===== src/rtl/prog_loader_pkg.sv =====
// prog_loader_pkg: shared types and constants for the boot-time program loader.
//   state_e      - loader FSM states (IDLE..ERR)
//   SYNC_DEFAULT - frame start byte
//   WORD_W       - instruction word width shared with the instruction memory
package prog_loader_pkg;

    localparam int         WORD_W       = 16;
    localparam logic [7:0] SYNC_DEFAULT = 8'hA5;

    typedef enum logic [2:0] {
        S_IDLE,
        S_LEN,
        S_HI,
        S_LO,
        S_WR,
        S_CHK,
        S_DONE,
        S_ERR
    } state_e;

endpackage


===== src/rtl/prog_loader_if.sv =====
// prog_loader_if: host byte stream, instruction-memory write port and CPU boot status.
//   in_data/in_valid/in_ready - host byte stream (transfer = in_valid && in_ready)
//   im_we/im_add/im_din       - instruction memory write port
//   cpu_rst_n                 - active-low CPU reset, released after a verified load
//   busy/done/err             - frame in progress / last frame good / last frame bad
// master: the loader side; slave: the host, memory and CPU side.
interface prog_loader_if
    import prog_loader_pkg::*;
#(
    parameter int ADDR_W = 8,
    parameter int DATA_W = WORD_W
);
    logic [7:0]        in_data;
    logic              in_valid;
    logic              in_ready;
    logic              im_we;
    logic [ADDR_W-1:0] im_add;
    logic [DATA_W-1:0] im_din;
    logic              cpu_rst_n;
    logic              busy;
    logic              done;
    logic              err;

    modport master (
        input  in_data, in_valid,
        output in_ready, im_we, im_add, im_din, cpu_rst_n, busy, done, err
    );

    modport slave (
        output in_data, in_valid,
        input  in_ready, im_we, im_add, im_din, cpu_rst_n, busy, done, err
    );
endinterface


===== src/rtl/prog_loader.sv =====
// prog_loader: loads a framed, checksummed byte stream into instruction memory and
// holds the CPU in reset until a complete frame has been verified.
//   clk - clock
//   rst - asynchronous active-low reset
//   bus - prog_loader_if.master (host stream in, memory write port and status out)
// Frame: SYNC, LEN, 2*N data bytes (high byte first), CHK; N = LEN, or 256 when LEN = 0.
module prog_loader
    import prog_loader_pkg::*;
#(
    parameter int         ADDR_W = 8,
    parameter logic [7:0] SYNC   = SYNC_DEFAULT
) (
    input logic           clk,
    input logic           rst,
    prog_loader_if.master bus
);
    state_e            state_q, state_d;
    logic [7:0]        len_q, sum_q, hi_q;
    logic [ADDR_W-1:0] cnt_q;
    logic [WORD_W-1:0] im_din_q;
    logic              in_ready_q, im_we_q, cpu_rst_n_q, busy_q, done_q, err_q;
    logic              xfer, is_sync, last;
    logic [7:0]        last_idx, chk_sum;

    assign xfer     = bus.in_valid && in_ready_q;
    assign is_sync  = xfer && bus.in_data == SYNC;
    // LEN = 0 wraps to 255 here, giving the 256-word frame without a 9-bit length.
    assign last_idx = len_q - 8'd1;
    assign last     = cnt_q == ADDR_W'(last_idx);
    assign chk_sum  = sum_q + bus.in_data;

    always_comb begin
        state_d = state_q;
        case (state_q)
            S_IDLE, S_DONE, S_ERR: state_d = is_sync ? S_LEN : state_q;
            S_LEN:   state_d = xfer ? S_HI : S_LEN;
            S_HI:    state_d = xfer ? S_LO : S_HI;
            S_LO:    state_d = xfer ? S_WR : S_LO;
            S_WR:    state_d = last ? S_CHK : S_HI;
            S_CHK:   state_d = xfer ? (chk_sum == 8'd0 ? S_DONE : S_ERR) : S_CHK;
            default: state_d = S_IDLE;
        endcase
    end

    // Outputs are decoded from the next state so they are registered yet line up
    // with the state they describe.
    always_ff @(posedge clk or negedge rst) begin
        if (!rst) begin
            state_q     <= S_IDLE;
            len_q       <= '0;
            sum_q       <= '0;
            hi_q        <= '0;
            cnt_q       <= '0;
            im_din_q    <= '0;
            in_ready_q  <= 1'b0;
            im_we_q     <= 1'b0;
            cpu_rst_n_q <= 1'b0;
            busy_q      <= 1'b0;
            done_q      <= 1'b0;
            err_q       <= 1'b0;
        end else begin
            state_q     <= state_d;
            in_ready_q  <= state_d != S_WR;
            im_we_q     <= state_d == S_WR;
            busy_q      <= state_d inside {S_LEN, S_HI, S_LO, S_WR, S_CHK};
            done_q      <= state_d == S_DONE;
            err_q       <= state_d == S_ERR;
            cpu_rst_n_q <= state_d == S_DONE;
            if (xfer && state_q == S_LEN) begin
                len_q <= bus.in_data;
                sum_q <= bus.in_data;
                cnt_q <= '0;
            end
            if (xfer && (state_q == S_HI || state_q == S_LO))
                sum_q <= chk_sum;
            if (xfer && state_q == S_HI)
                hi_q <= bus.in_data;
            if (xfer && state_q == S_LO)
                im_din_q <= {hi_q, bus.in_data};
            // Holds at the last address instead of wrapping.
            if (state_q == S_WR && !last)
                cnt_q <= cnt_q + 1'b1;
        end
    end

    assign bus.in_ready  = in_ready_q;
    assign bus.im_we     = im_we_q;
    assign bus.im_add    = cnt_q;
    assign bus.im_din    = im_din_q;
    assign bus.cpu_rst_n = cpu_rst_n_q;
    assign bus.busy      = busy_q;
    assign bus.done      = done_q;
    assign bus.err       = err_q;
endmodule

===== src/flat_wrapper.sv =====
// flat-port wrapper written by rule: the top's interface ports become plain ports
module prog_loader_flat import prog_loader_pkg::*;
#(
    parameter int         ADDR_W = 8,
    parameter logic [7:0] SYNC   = SYNC_DEFAULT
)
  (clk, rst, bus_in_data, bus_in_valid, bus_in_ready, bus_im_we, bus_im_add, bus_im_din, bus_cpu_rst_n, bus_busy, bus_done, bus_err);
  prog_loader_if #(.ADDR_W(ADDR_W)) bus_i ();
  input logic clk;
  input logic rst;
  input wire logic [$bits(bus_i.in_data)-1:0] bus_in_data;
  input wire logic [$bits(bus_i.in_valid)-1:0] bus_in_valid;
  output wire logic [$bits(bus_i.in_ready)-1:0] bus_in_ready;
  output wire logic [$bits(bus_i.im_we)-1:0] bus_im_we;
  output wire logic [$bits(bus_i.im_add)-1:0] bus_im_add;
  output wire logic [$bits(bus_i.im_din)-1:0] bus_im_din;
  output wire logic [$bits(bus_i.cpu_rst_n)-1:0] bus_cpu_rst_n;
  output wire logic [$bits(bus_i.busy)-1:0] bus_busy;
  output wire logic [$bits(bus_i.done)-1:0] bus_done;
  output wire logic [$bits(bus_i.err)-1:0] bus_err;
  assign bus_i.in_data = bus_in_data;
  assign bus_i.in_valid = bus_in_valid;
  assign bus_in_ready = bus_i.in_ready;
  assign bus_im_we = bus_i.im_we;
  assign bus_im_add = bus_i.im_add;
  assign bus_im_din = bus_i.im_din;
  assign bus_cpu_rst_n = bus_i.cpu_rst_n;
  assign bus_busy = bus_i.busy;
  assign bus_done = bus_i.done;
  assign bus_err = bus_i.err;
  prog_loader #(.ADDR_W(ADDR_W), .SYNC(SYNC)) u_core (.clk(clk), .rst(rst), .bus(bus_i));
endmodule

===== config.mk =====
export PLATFORM = sky130hd
export DESIGN_NAME = prog_loader_flat
export DESIGN_NICKNAME = d
export VERILOG_FILES = /design/src/rtl/prog_loader_pkg.sv /design/src/rtl/prog_loader_if.sv /design/src/rtl/prog_loader.sv /design/src/flat_wrapper.sv
export SDC_FILE = /design/constraint.sdc
export NUM_CORES = 1
export LEC_CHECK = 0
export ABC_AREA = 1
export CAP_MARGIN = 20
export CELL_PAD_IN_SITES_DETAIL_PLACEMENT = 0
export CELL_PAD_IN_SITES_GLOBAL_PLACEMENT = 1
export CORE_MARGIN = 3
export CORE_UTILIZATION = 35
export CTS_CLUSTER_SIZE = 12
export DETAILED_ROUTE_END_ITERATION = 12
export GPL_ROUTABILITY_DRIVEN = 0
export PLACE_DENSITY_LB_ADDON = 0.1
export REMOVE_ABC_BUFFERS = 1
export SYNTH_ARGS = -nofsm -noshare
export SYNTH_HDL_FRONTEND = slang
export SYNTH_SLANG_ARGS = --single-unit

===== constraint.sdc =====
create_clock -name clk -period 4.8 [get_ports clk]
set_input_delay 0.96 -clock clk [delete_from_list [all_inputs] [get_ports clk]]
set_output_delay 0.96 -clock clk [all_outputs]
set_load 0.01 [all_outputs]

======== Word level (Yosys, flattened, before mapping) ========
Cells that the tools add are included.
operators by class
  $add $sub $neg .......................... 3
  equal/unequal tests ..................... 17
  muxes and demuxes ....................... 12
  reductions and logical operators ........ 15
operators with widths
  operator                                           count
  2-to-1 mux 8 bit                                   4
  == test 3 bit (second input constant)              8
  case mux 3 bit (6 select lines)                    1
  == test 3 x 2 -> 1 bit (second input constant)     4
  2-to-1 mux 3 bit                                   4
  adder 8 x 1 -> 8 bit (second input constant)       1
  adder 8 bit                                        1
  == test 8 bit                                      1
  == test 8 bit (second input constant)              1
  zero test 8 bit                                    1
  subtractor 8 x 1 -> 8 bit (second input constant)  1
  logical AND 1 bit                                  7
  == test 3 x 1 -> 1 bit (second input constant)     2
  nonzero test 5 bit                                 1
  nonzero test 2 bit                                 2
  zero test 3 bit                                    1
  inequality test 3 bit (second input constant)      1
  OR reduction 3 bit                                 1
  2-to-1 mux 1 bit                                   2
  2-to-1 mux 2 bit                                   1
  zero test 1 bit                                    1
  logical OR 1 bit                                   1
storage, ports and cells
  bits in registers ....................... 56
  input bits .............................. 11
  output and inout bits ................... 30
  logic and storage cells ................. 58

======== Longest topological paths before layout ========
  depth in word-level cells ............... 7
  mapped depth ............................ 17
  mapped depth without buffers ............ 17

======== Least setup slack after synthesis ========
Ideal clock, no wire load.
  kind .................................... in2reg
  from .................................... input bus_in_data[0]
  to ...................................... register u_core.err_q (netlist: u_core.bus.err)
  arrival ................................. 2.461 ns
  setup slack ............................. 2.226 ns
  cell stages on the path ................. 16
  path through ............................ ha_1 -> fa_1 -> nand2_1 -> nand3_1 -> nand3_1 -> nand2_1 -> nand2_1 -> nand2_1 -> nor2_1 -> nand2_1 -> nand2_1 -> nand3_1 -> nand2_1 -> clkinv_1 -> nand2_1 -> nor2_1
on the way
  word-level cells in the longest chain between the ends .. 6
  elaborated cells on any way between the ends .. 9
RTL lines
  what                               RTL line            text
  from (decl)                        flat_wrapper.sv:11  input wire logic [$bits(bus_i.in_data)-1:0] bus_in_data;
  adder 8 bit                        prog_loader.sv:30   assign chk_sum = sum_q + bus.in_data;
  zero test 8 bit                    prog_loader.sv:40   S_CHK: state_d = xfer ? (chk_sum == 8'd0 ? S_DONE : S_ERR) : S_CHK;
  2-to-1 mux 1 bit                   prog_loader.sv:40
  2-to-1 mux 3 bit                   prog_loader.sv:40
  case mux 3 bit (6 select lines) *  prog_loader.sv:34   case (state_q)
  via u_core.state_d[0]              prog_loader.sv:17   state_e state_q, state_d;
  == test 3 bit *                    prog_loader.sv:67   err_q <= state_d == S_ERR;
  to (signal assigned)               prog_loader.sv:60   err_q <= 1'b0;
  to (signal assigned)               prog_loader.sv:67
  to (decl)                          prog_loader.sv:21   logic in_ready_q, im_we_q, cpu_rst_n_q, busy_q, done_q, err_q;
The timed path passes the listed nets; every way through them passes the cells marked *.
A chain may end at the register's enable or synchronous reset.

======== Final worst setup path ========
Same ends and word-level chain as after synthesis.

==> run summary <==
Met3 wire len -> 190 um
Synth warn -> 0
Flops & latches, synth -> 56
Worst Setup Slack, final -> 1860 ps
Detailed placer's ending HPWL -> 5.14 mm
Share of layout cells above drive strength 1 -> 0.0778
Post-Syn Instances -> 380
Fin Setup TNS -> 0 ps
Flop pwr share -> 0.363
Core area -> 0.00822 sq mm
Routed len/inst -> 12.7 um
CP max FO -> 3
RSZ-0062 raised after global routing -> no
Most used DFF post-synth -> dfrtp_1
Largest area contributor in the netlist -> dfrtp_1
Met2 WL -> 3.18 mm
Post-synth top area share -> 0.471
Total global-route track usage -> 0.147
CP Capture Type -> flop
Number of global-route vias before repair -> 2391
First-pass GRT wire length -> 11.6 mm
Slew Limit Headroom -> 0.518
Max Slew Vio Count -> 0
Clock network power share -> 0.124
Worst-case vdd ir drop -> 219 uV
IO Count -> 41
Post-detailed-routing wire length -> 6.74 mm
Data required, critical path -> 5010 ps
Area Overhead vs Synth -> 20.5%
Postcts setup bufs -> 0
Outcome -> completed
Drt pass-1 iters -> 6
Switching power -> 965 uW
Rows -> 33
P_int -> 1.29 mW
Netlist cell types -> 29
Setup violators final -> 0
Critical path arrival -> 3150 ps
CTS buffer count -> 5
Final Cycle Share -> 0.612
Overall die height -> 98.2 um
Max Cap Violations -> 0
DR DRC count -> 0
Share of flip-flops with an asynchronous set or reset -> 1.00
Die Wd -> 98.2 um
Initial core utilization -> 0.362
Max Used Layer -> met4
# diodes -> 0
# nets final -> 444
Worst-path clk slew -> 100 ps
CTS tree -> done
Commonest cells post-synth -> nand2_1, dfrtp_1, inv_1, nand3_1, nor2_1
PwrDens -> 630 mW/mm^2
Final min period -> 2940 ps
Worst-skew pair later-pin latency -> 310 ps
Hold buffer count at cts -> 0
Hold Vio Cnt, Final -> 0
Crit path launch type -> input port
Post-synth EDFFs -> 0
Clock skew -> 5.62 ps
Longest Clk Path Bufs -> 2
Post-CTS sizing -> 0
Pre-CTS setup slack -> 1530 ps
H-tree lvl count -> 2
Antenna violations before repair -> 0
Post-synthesis sequential area ratio -> 0.471
Cell area after synthesis -> 0.00298 sq mm
Worst Hold Class -> reg2reg
LEAKAGE -> 1.79 nW
Most frequent cell after synthesis -> nand2_1
Logic pwr share -> 0.513
Routed length on met1 -> 3.33 mm
Global route overflow -> 0
Kind of critical path -> in2reg
Synth top area cells -> dfrtp_1, nand2_1, inv_1
Final ANT Viol Nets -> 0
DIE AREA -> 0.00964 sq mm
Fmax -> 0.340 GHz
Buffers added on ports -> 40
Synth Area per Inst -> 7.83 sq um
Switching Fraction -> 0.427
Initial drt markers -> 94
Sink Count -> 56
Via count -> 2469
CTS root buffer -> clkbuf_8
Worst-Margin Slew -> 723 ps
Vias per cell -> 4.67
Largest net degree at the start of global routing -> 57
through the flow:
stage / total power, mW / instance area (sq um) / hold WS [ps] / util / instances
global placement: 2.00 / 3490 / 456 / 0.425 / 521
finish: 2.26 / 3580 / 478 / 0.436 / 529
detailed placement: 2.01 / 3490 / 459 / 0.425 / 521
floorplan: 1.60 / 2950 / 442 / - / 374
global route: 2.50 / 3580 / 516 / 0.436 / 529
CTS: 2.29 / 3580 / 485 / 0.436 / 529
critical path, stage by stage:
cell,delay (ps)
clkdlybuf4s50_1,510
ha_1,240
fa_1,430
inv_1,80
nand2_1,50
nor3_1,190
nand3_1,100
nor2_1,100
nand2_1,60
nand2_1,50
nand3_1,60
nand2_1,120
clkinv_1,90
nand2_1,60
nor2_1,40
cell usage in the layout (no fill, tap or decap):
cell type        count
clkbuf_8             6
buf_2                1
xor2_1               8
nand3_2              1
buf_4                2
inv_1               44
o22ai_1              5
o211ai_1             4
nor4_1               2
clkdlybuf4s50_1     39
nand3_1             30
nor3_1               6
nand2_4              2
inv_2                9
o21ai_0             10
nor2_4               2
a211oi_1             1
nor3_2               1
clkinv_1             1
fa_1                 1
inv_6                1
ha_1                 9
nand2_2              3
dfrtp_1             56
a21oi_1              3
nand2_1            129
nor2_2               4
xnor2_1              6
o21ai_1             13
nand4_1              5
nor2_1              19
clkinv_2             1
sequential cells by signal, summed over array words and instances, names as in the netlist:
signal	flops
u_core.hi_q	8
u_core.state_q	3
u_core.bus.im_add	8
u_core.len_q	8
u_core.sum_q	8
u_core.bus.err	1
u_core.bus.im_we	1
u_core.bus.cpu_rst_n	1
u_core.bus.in_ready	1
u_core.bus.im_din	16
u_core.bus.busy	1
path summary, 6_finish.rpt:
path                                           start                   end  slack, ps  cells after the start
worst max register to register       u_core.sum_q[0]        u_core.bus.err       2630                     14
min in group asynchronous                        rst  u_core.bus.im_add[0]        760                      2
max in group asynchronous                        rst       u_core.sum_q[0]       3540                      2
worst min-delay path            u_core.bus.im_din[9]  u_core.bus.im_din[9]        480                      2
worst max-delay path                  bus_in_data[0]        u_core.bus.err       1860                     15
worst min register to register  u_core.bus.im_din[9]  u_core.bus.im_din[9]        480                      2
power groups by stage:
stage / Clock [mW] / Sequential, mW / Combinational (mW)
floorplan: 0 / 0.849 / 0.752
global placement: 0 / 0.825 / 1.17
detailed placement: 0 / 0.829 / 1.18
CTS: 0.292 / 0.821 / 1.18
global route: 0.311 / 0.851 / 1.34
finish: 0.280 / 0.819 / 1.16
final cells by class:
class / count / area (sq um)
inverters: 54 / 203
repair buffers: 42 / 410
well taps: 105 / 131
clock buffers: 6 / 82.6
flip-flops and latches: 56 / 1400
clock inverters: 2 / 13.8
multi-input cells: 264 / 1340
fillers: 871 / 4630
cell families (layout without fill, tap and decap cells):
logic type | count (synthesis) | in the layout | synth area share
AO/OA/AOI/OAI | 36 | 36 | 0.0669
adder cells (fa/ha/maj) | 10 | 10 | 0.0446
XOR/XNOR | 14 | 14 | 0.0412
flip-flops | 56 | 56 | 0.471
AND/OR/NAND/NOR | 204 | 204 | 0.299
buffers and inverters | 60 | 104 | 0.0778
layer usage:
metal / global-route usage / up-vias
li1: - / 1285
met1: 0.206 / 1151
met2: 0.242 / 31
met3: 0.0221 / 2
met4: 0.0315 / 0
met5: 0 / -
Note: power is estimated with default switching activity, not from simulation.
